$ cat src/rtl/logic_proc_control.sv
// logic_proc_control: sequencer for the 8-bit bit-serial logic processor.
// Turns the held execute/loadA/loadB buttons into register load strobes and
// exactly WIDTH shift strobes per operation, then parks in HALT until execute
// is released.
// Build option: define LOGIC_PROC_SINGLE_STEP_EN to single-step the shifts,
// one full execute press per shift_en cycle.
module logic_proc_control #(
    parameter  int WIDTH = 8,
    localparam int CNT_W = $clog2(WIDTH + 1)
) (
    input  logic             clk,
    input  logic             reset,
    input  logic             execute,
    input  logic             load_a_req,
    input  logic             load_b_req,
    output logic             shift_en,
    output logic             ld_a,
    output logic             ld_b,
    output logic             busy,
    output logic             done,
    output logic [CNT_W-1:0] shift_cnt
);

`ifdef LOGIC_PROC_SINGLE_STEP_EN
    typedef enum logic [1:0] {
        IDLE      = 2'd0,
        SHIFT     = 2'd1,
        HALT      = 2'd2,
        STEP_WAIT = 2'd3
    } state_t;
`else
    typedef enum logic [1:0] {
        IDLE  = 2'd0,
        SHIFT = 2'd1,
        HALT  = 2'd2
    } state_t;
`endif

    // Count value seen during the final shift cycle of an operation.
    localparam logic [CNT_W-1:0] LAST_SHIFT = CNT_W'(WIDTH - 1);

    state_t           state_q, state_d;
    logic [CNT_W-1:0] cnt_q, cnt_d;
    logic             done_q, done_d;
`ifdef LOGIC_PROC_SINGLE_STEP_EN
    // Set once execute has been seen low in STEP_WAIT; the next high level
    // then completes the press and releases one more shift.
    logic             armed_q, armed_d;
`endif

    // Next-state, shift counter and done-pulse decisions.
    always_comb begin
        state_d = state_q;
        cnt_d   = cnt_q;
        done_d  = 1'b0;
`ifdef LOGIC_PROC_SINGLE_STEP_EN
        armed_d = armed_q;
`endif
        case (state_q)
            IDLE: begin
                if (execute) begin
                    state_d = SHIFT;
                    cnt_d   = '0;
                end
            end
            SHIFT: begin
                // execute is deliberately ignored: an operation always runs
                // to completion once started.
                cnt_d = cnt_q + CNT_W'(1);
                if (cnt_q == LAST_SHIFT) begin
                    state_d = HALT;
                    done_d  = 1'b1;
                end else begin
`ifdef LOGIC_PROC_SINGLE_STEP_EN
                    state_d = STEP_WAIT;
                    armed_d = 1'b0;
`endif
                end
            end
            HALT: begin
                if (!execute) state_d = IDLE;
            end
`ifdef LOGIC_PROC_SINGLE_STEP_EN
            STEP_WAIT: begin
                if (!execute) begin
                    armed_d = 1'b1;
                end else if (armed_q) begin
                    state_d = SHIFT;
                    armed_d = 1'b0;
                end
            end
`endif
            default: state_d = IDLE;
        endcase
    end

    // State, counter and done pulse; reset forces everything back to IDLE.
    always_ff @(posedge clk or posedge reset) begin
        if (reset) begin
            state_q <= IDLE;
            cnt_q   <= '0;
            done_q  <= 1'b0;
`ifdef LOGIC_PROC_SINGLE_STEP_EN
            armed_q <= 1'b0;
`endif
        end else begin
            state_q <= state_d;
            cnt_q   <= cnt_d;
            done_q  <= done_d;
`ifdef LOGIC_PROC_SINGLE_STEP_EN
            armed_q <= armed_d;
`endif
        end
    end

    // Strobes; loads lose to execute and are only honoured while idle.
    always_comb begin
        shift_en  = ~reset & (state_q == SHIFT);
        busy      = ~reset & (state_q != IDLE);
        ld_a      = ~reset & load_a_req & (state_q == IDLE) & ~execute;
        ld_b      = ~reset & load_b_req & (state_q == IDLE) & ~execute;
        done      = done_q;
        shift_cnt = cnt_q;
    end

endmodule
$ cat config.mk
export PLATFORM = sky130hd
export DESIGN_NAME = logic_proc_control
export DESIGN_NICKNAME = d
export VERILOG_FILES = /design/src/rtl/logic_proc_control.sv
export SDC_FILE = /design/constraint.sdc
export NUM_CORES = 1
export LEC_CHECK = 0
export BUFFER_PORTS_ARGS = -buffer_cell sky130_fd_sc_hd__buf_2
export CAP_MARGIN = 20
export CORE_AREA = 5 5 42 44
export CTS_BUF_LIST = sky130_fd_sc_hd__clkbuf_8
export CTS_CLUSTER_SIZE = 24
export DETAILED_ROUTE_END_ITERATION = 12
export DIE_AREA = 0 0 47 49
export GPL_ROUTABILITY_DRIVEN = 0
export HOLD_SLACK_MARGIN = 0.05
export PLACE_DENSITY = 0.49
export SKIP_LAST_GASP = 1
export SLEW_MARGIN = 5
export SYNTH_ARGS = -nofsm -noshare
export SYNTH_HDL_FRONTEND = slang
export SYNTH_SLANG_ARGS = --single-unit
$ cat constraint.sdc
create_clock -name clk -period 1.08 [get_ports clk]
set_input_delay 0.108 -clock clk [delete_from_list [all_inputs] [get_ports clk]]
set_output_delay 0.108 -clock clk [all_outputs]
set_load 0.1 [all_outputs]
==> impl_table.tex <==
\begin{tabular}{lr}
\hline
Metric & Value \\
\hline
\multicolumn{2}{l}{\textbf{Timing}} \\
Final number of hold-violating endpoints & 0 \\
Final setup margin & -0.3165 ns \\
Number of setup violations in the final report & 12 \\
Share of the clock period used by the worst path & 129.3\% \\
Setup repair after global routing missed its margin & true \\
Shortest clock period the worst path allows after layout & 1.397 ns \\
Max Clk Rate & 716.1 MHz \\
Maximum clock skew at final layout & 0.002826 ns \\
Actual slew at the worst max-slew pin & 0.2853 ns \\
Final max-slew violation count & 0 \\
Headroom to the max-slew limit & 80.96\% \\
\multicolumn{2}{l}{\textbf{Setup path}} \\
Type of element capturing the critical path & output port \\
Critical-path cell list & nor4\_4 -> and2\_4 -> buf\_12 \\
Arrival @ worst endpoint & 1.29 ns \\
Cell with the biggest individual delay on the critical path & sky130\_fd\_sc\_hd\_\_dfrtp\_2 \\
Critical path data required time & 0.97 ns \\
Startpoint type of the worst setup path & flop \\
Largest stage delay on the critical path & 0.42 ns \\
Cell class contributing the biggest share of worst-path delay & simple AND/OR/NAND/NOR gates \\
Critical path fanouts, max & 3 \\
Setup CP Type & reg2out \\
Number of buffer and inverter instances along the worst setup path & 1 \\
\multicolumn{2}{l}{\textbf{Hold path}} \\
Worst min-delay path category & in2reg \\
\multicolumn{2}{l}{\textbf{Global routing}} \\
Number of global-route vias before repair & 402 \\
Total global routing overflow & 0 \\
Number of antenna violations at the first check in global routing & 0 \\
Aggregate global-route resource usage & 11.92\% \\
First-pass GRT wire length & 1842 um \\
Maximum number of pins on one net before global-route repair & 8 \\
\multicolumn{2}{l}{\textbf{Detailed routing}} \\
Number of vias after detailed routing & 379 \\
Routed length per instance & 13.27 um \\
Total wire length after detailed routing & 1101 um \\
1st-pass router iterations & 4 \\
Post-route antenna net violation count & 0 \\
Via-per-instance ratio & 4.566 \\
Remaining DRCs & 0 \\
Iteration-0 DRC count of the detailed router & 7 \\
\multicolumn{2}{l}{\textbf{Clocking}} \\
Root Driver & sky130\_fd\_sc\_hd\_\_clkbuf\_8 \\
Number of buffers on the longest clock path & 2 \\
Htree depth & 1 \\
Count of clock tree sinks & 7 \\
Worst-Skew Late Latency & 0.23 ns \\
CTS tree & built \\
Clock slew at reported path FFs & 0.04 ns \\
Number of clock buffers inserted by TritonCTS & 3 \\
\multicolumn{2}{l}{\textbf{Finish}} \\
Most used cells in the layout excluding fill and tap cells & sky130\_fd\_sc\_hd\_\_buf\_12 (9), sky130\_fd\_sc\_hd\_\_buf\_4 (9), sky130\_fd\_sc\_hd\_\_nand2\_1 (5), sky130\_fd\_sc\_hd\_\_buf\_6 (5), sky130\_fd\_sc\_hd\_\_buf\_2 (4) \\
Layout-stage area growth over the synthesis result & 127.0\% \\
Number of nets in the final layout & 74 \\
Count of filler cells inserted in the layout & 118 \\
Antenna cell count & 0 \\
Layout cells sized above 1 & 76.12\% \\
\multicolumn{2}{l}{\textbf{Die}} \\
Count of pins on the block boundary & 14 \\
Overall die width & 47 um \\
Initial core utilization & 26.79\% \\
Floorplan die area & 2303 sq um \\
Placeable Area & 1401 sq um \\
Row count & 14 \\
Vertical extent of the die & 49 um \\
\multicolumn{2}{l}{\textbf{Placement}} \\
Total of buffers placed on input and output ports & 13 \\
DP Worst Slack & -0.08821 ns \\
Detail Placement HPWL & 718 um \\
\multicolumn{2}{l}{\textbf{Flow run}} \\
Maximum capacitance violations & 0 \\
\multicolumn{2}{l}{\textbf{Logic synthesis}} \\
Sequential element share of the synthesized area & 46.67\% \\
Number of warnings printed during yosys synthesis & 0 \\
Average size of a mapped cell & 10.43 sq um \\
Synthesis-stage register bit count & 7 \\
Synth unique cells & 19 \\
Synthesized netlist net count & 42 \\
Mapped Area & 375.4 sq um \\
Post-synthesis cell count & 36 \\
\multicolumn{2}{l}{\textbf{Run status}} \\
Violations in the final reports & setup timing \\
Run status & finished with violations \\
\hline
\end{tabular}
-- layout make-up --
type / count / area (sq um) / share of cell area (%)
multi-input cells: 26 / 255.2 / 29.96
inverters: 2 / 7.507 / 0.8811
well taps: 16 / 20.02 / 2.349
clock buffers: 3 / 41.29 / 4.846
repair buffers: 28 / 334.1 / 39.21
clock inverters: 1 / 3.754 / 0.4405
flip-flops and latches: 7 / 190.2 / 22.32
-- kinds of logic (layout without fill, tap and decap cells) --
group                      Yosys count  in the layout  synth area share (%)
adders and majority gates            1              1                 3.333
muxes                                1              1                 2.667
and+or+nand+nor                     17             17                 26.33
AOI/OAI and AO/OA                    7              7                 16.00
DFF                                  7              7                 46.67
buffers and inverters                3             34                 5.001
-- worst register-to-register path: stages (launching register included) --
cell and delay, ns:
sky130_fd_sc_hd__dfrtp_2 0.42, sky130_fd_sc_hd__buf_4 0.14, sky130_fd_sc_hd__buf_6 0.11, sky130_fd_sc_hd__o21bai_4 0.18, sky130_fd_sc_hd__a22o_2 0.24
-- per-layer routing --
metal,vias to the layer above,global-route usage (%),share of wire (%)
met2,9,16.29,54
met5,-,0,0
met4,0,9.677,2.9
met1,181,14.86,39
li1,185,-,-
met3,4,3.321,3.9
-- registers in the layout, summed over array words and instances, names as in the netlist --
| register | flops |
|---|---|
| done | 1 |
| state_q | 2 |
| shift_cnt | 4 |
-- worst paths after layout --
kind / end / depth (start not counted) / start / slack, ns
setup / recovery: ld_a / 3 / state_q[1] / -0.32
hold / removal: state_q[1] / 3 / execute / 0.17
setup reg to reg: shift_cnt[2] / 4 / state_q[1] / -0.14
hold reg to reg: done / 1 / shift_cnt[3] / 0.57
max in group asynchronous: shift_cnt[2] / 4 / reset / 0.27
min in group asynchronous: state_q[1] / 4 / reset / 0.56
-- stage by stage --
stage	area (sq um)	hold slack [ns]	util, %	instances	TNS (ns)
final	852.1	0.1709	60.80	83	-1.741
after global routing	852.1	0.1930	60.80	83	-2.304
after CTS	814.5	0.1735	58.13	80	-1.939
after detailed placement	706.9	0.2426	50.45	72	-0.4665
after global placement	706.9	0.2452	50.45	72	-0.3761
after floorplan	437.9	-0.08868	-	36	-0.8773
-- cells in the mapped netlist (all sizes together) --
master | n | area (sq um)
o21bai | 2 | 26.28
buf | 1 | 11.26
nor3 | 1 | 10.01
dfrtp | 7 | 175.2
ha | 1 | 12.51
a21oi | 1 | 5.000
a22o | 1 | 10.01
inv | 2 | 7.510
nand2 | 5 | 18.77
nand3 | 2 | 10.01
nand2b | 2 | 20.02
mux2i | 1 | 10.01
o21ai | 2 | 10.01
o311ai | 1 | 8.760
nor4 | 1 | 12.51
nor2 | 4 | 15.01
and2 | 2 | 12.51
-- timing repair --
| action | 4_1_cts | 5_1_grt |
|---|---|---|
| endpoints found under the setup margin | 11 | 13 |
| hold buffers | 1 | 0 |
| gates cloned | 0 | 0 |
| hold endpoints to repair | 7 | 0 |
| resized for setup | 8 | 4 |
| pin swaps | 4 | 3 |
| buffers inserted | 3 | 3 |
Power is left out: the tool's default activity adds up to more than one toggle a clock period on the data nets, which glitch-free logic cannot reach.
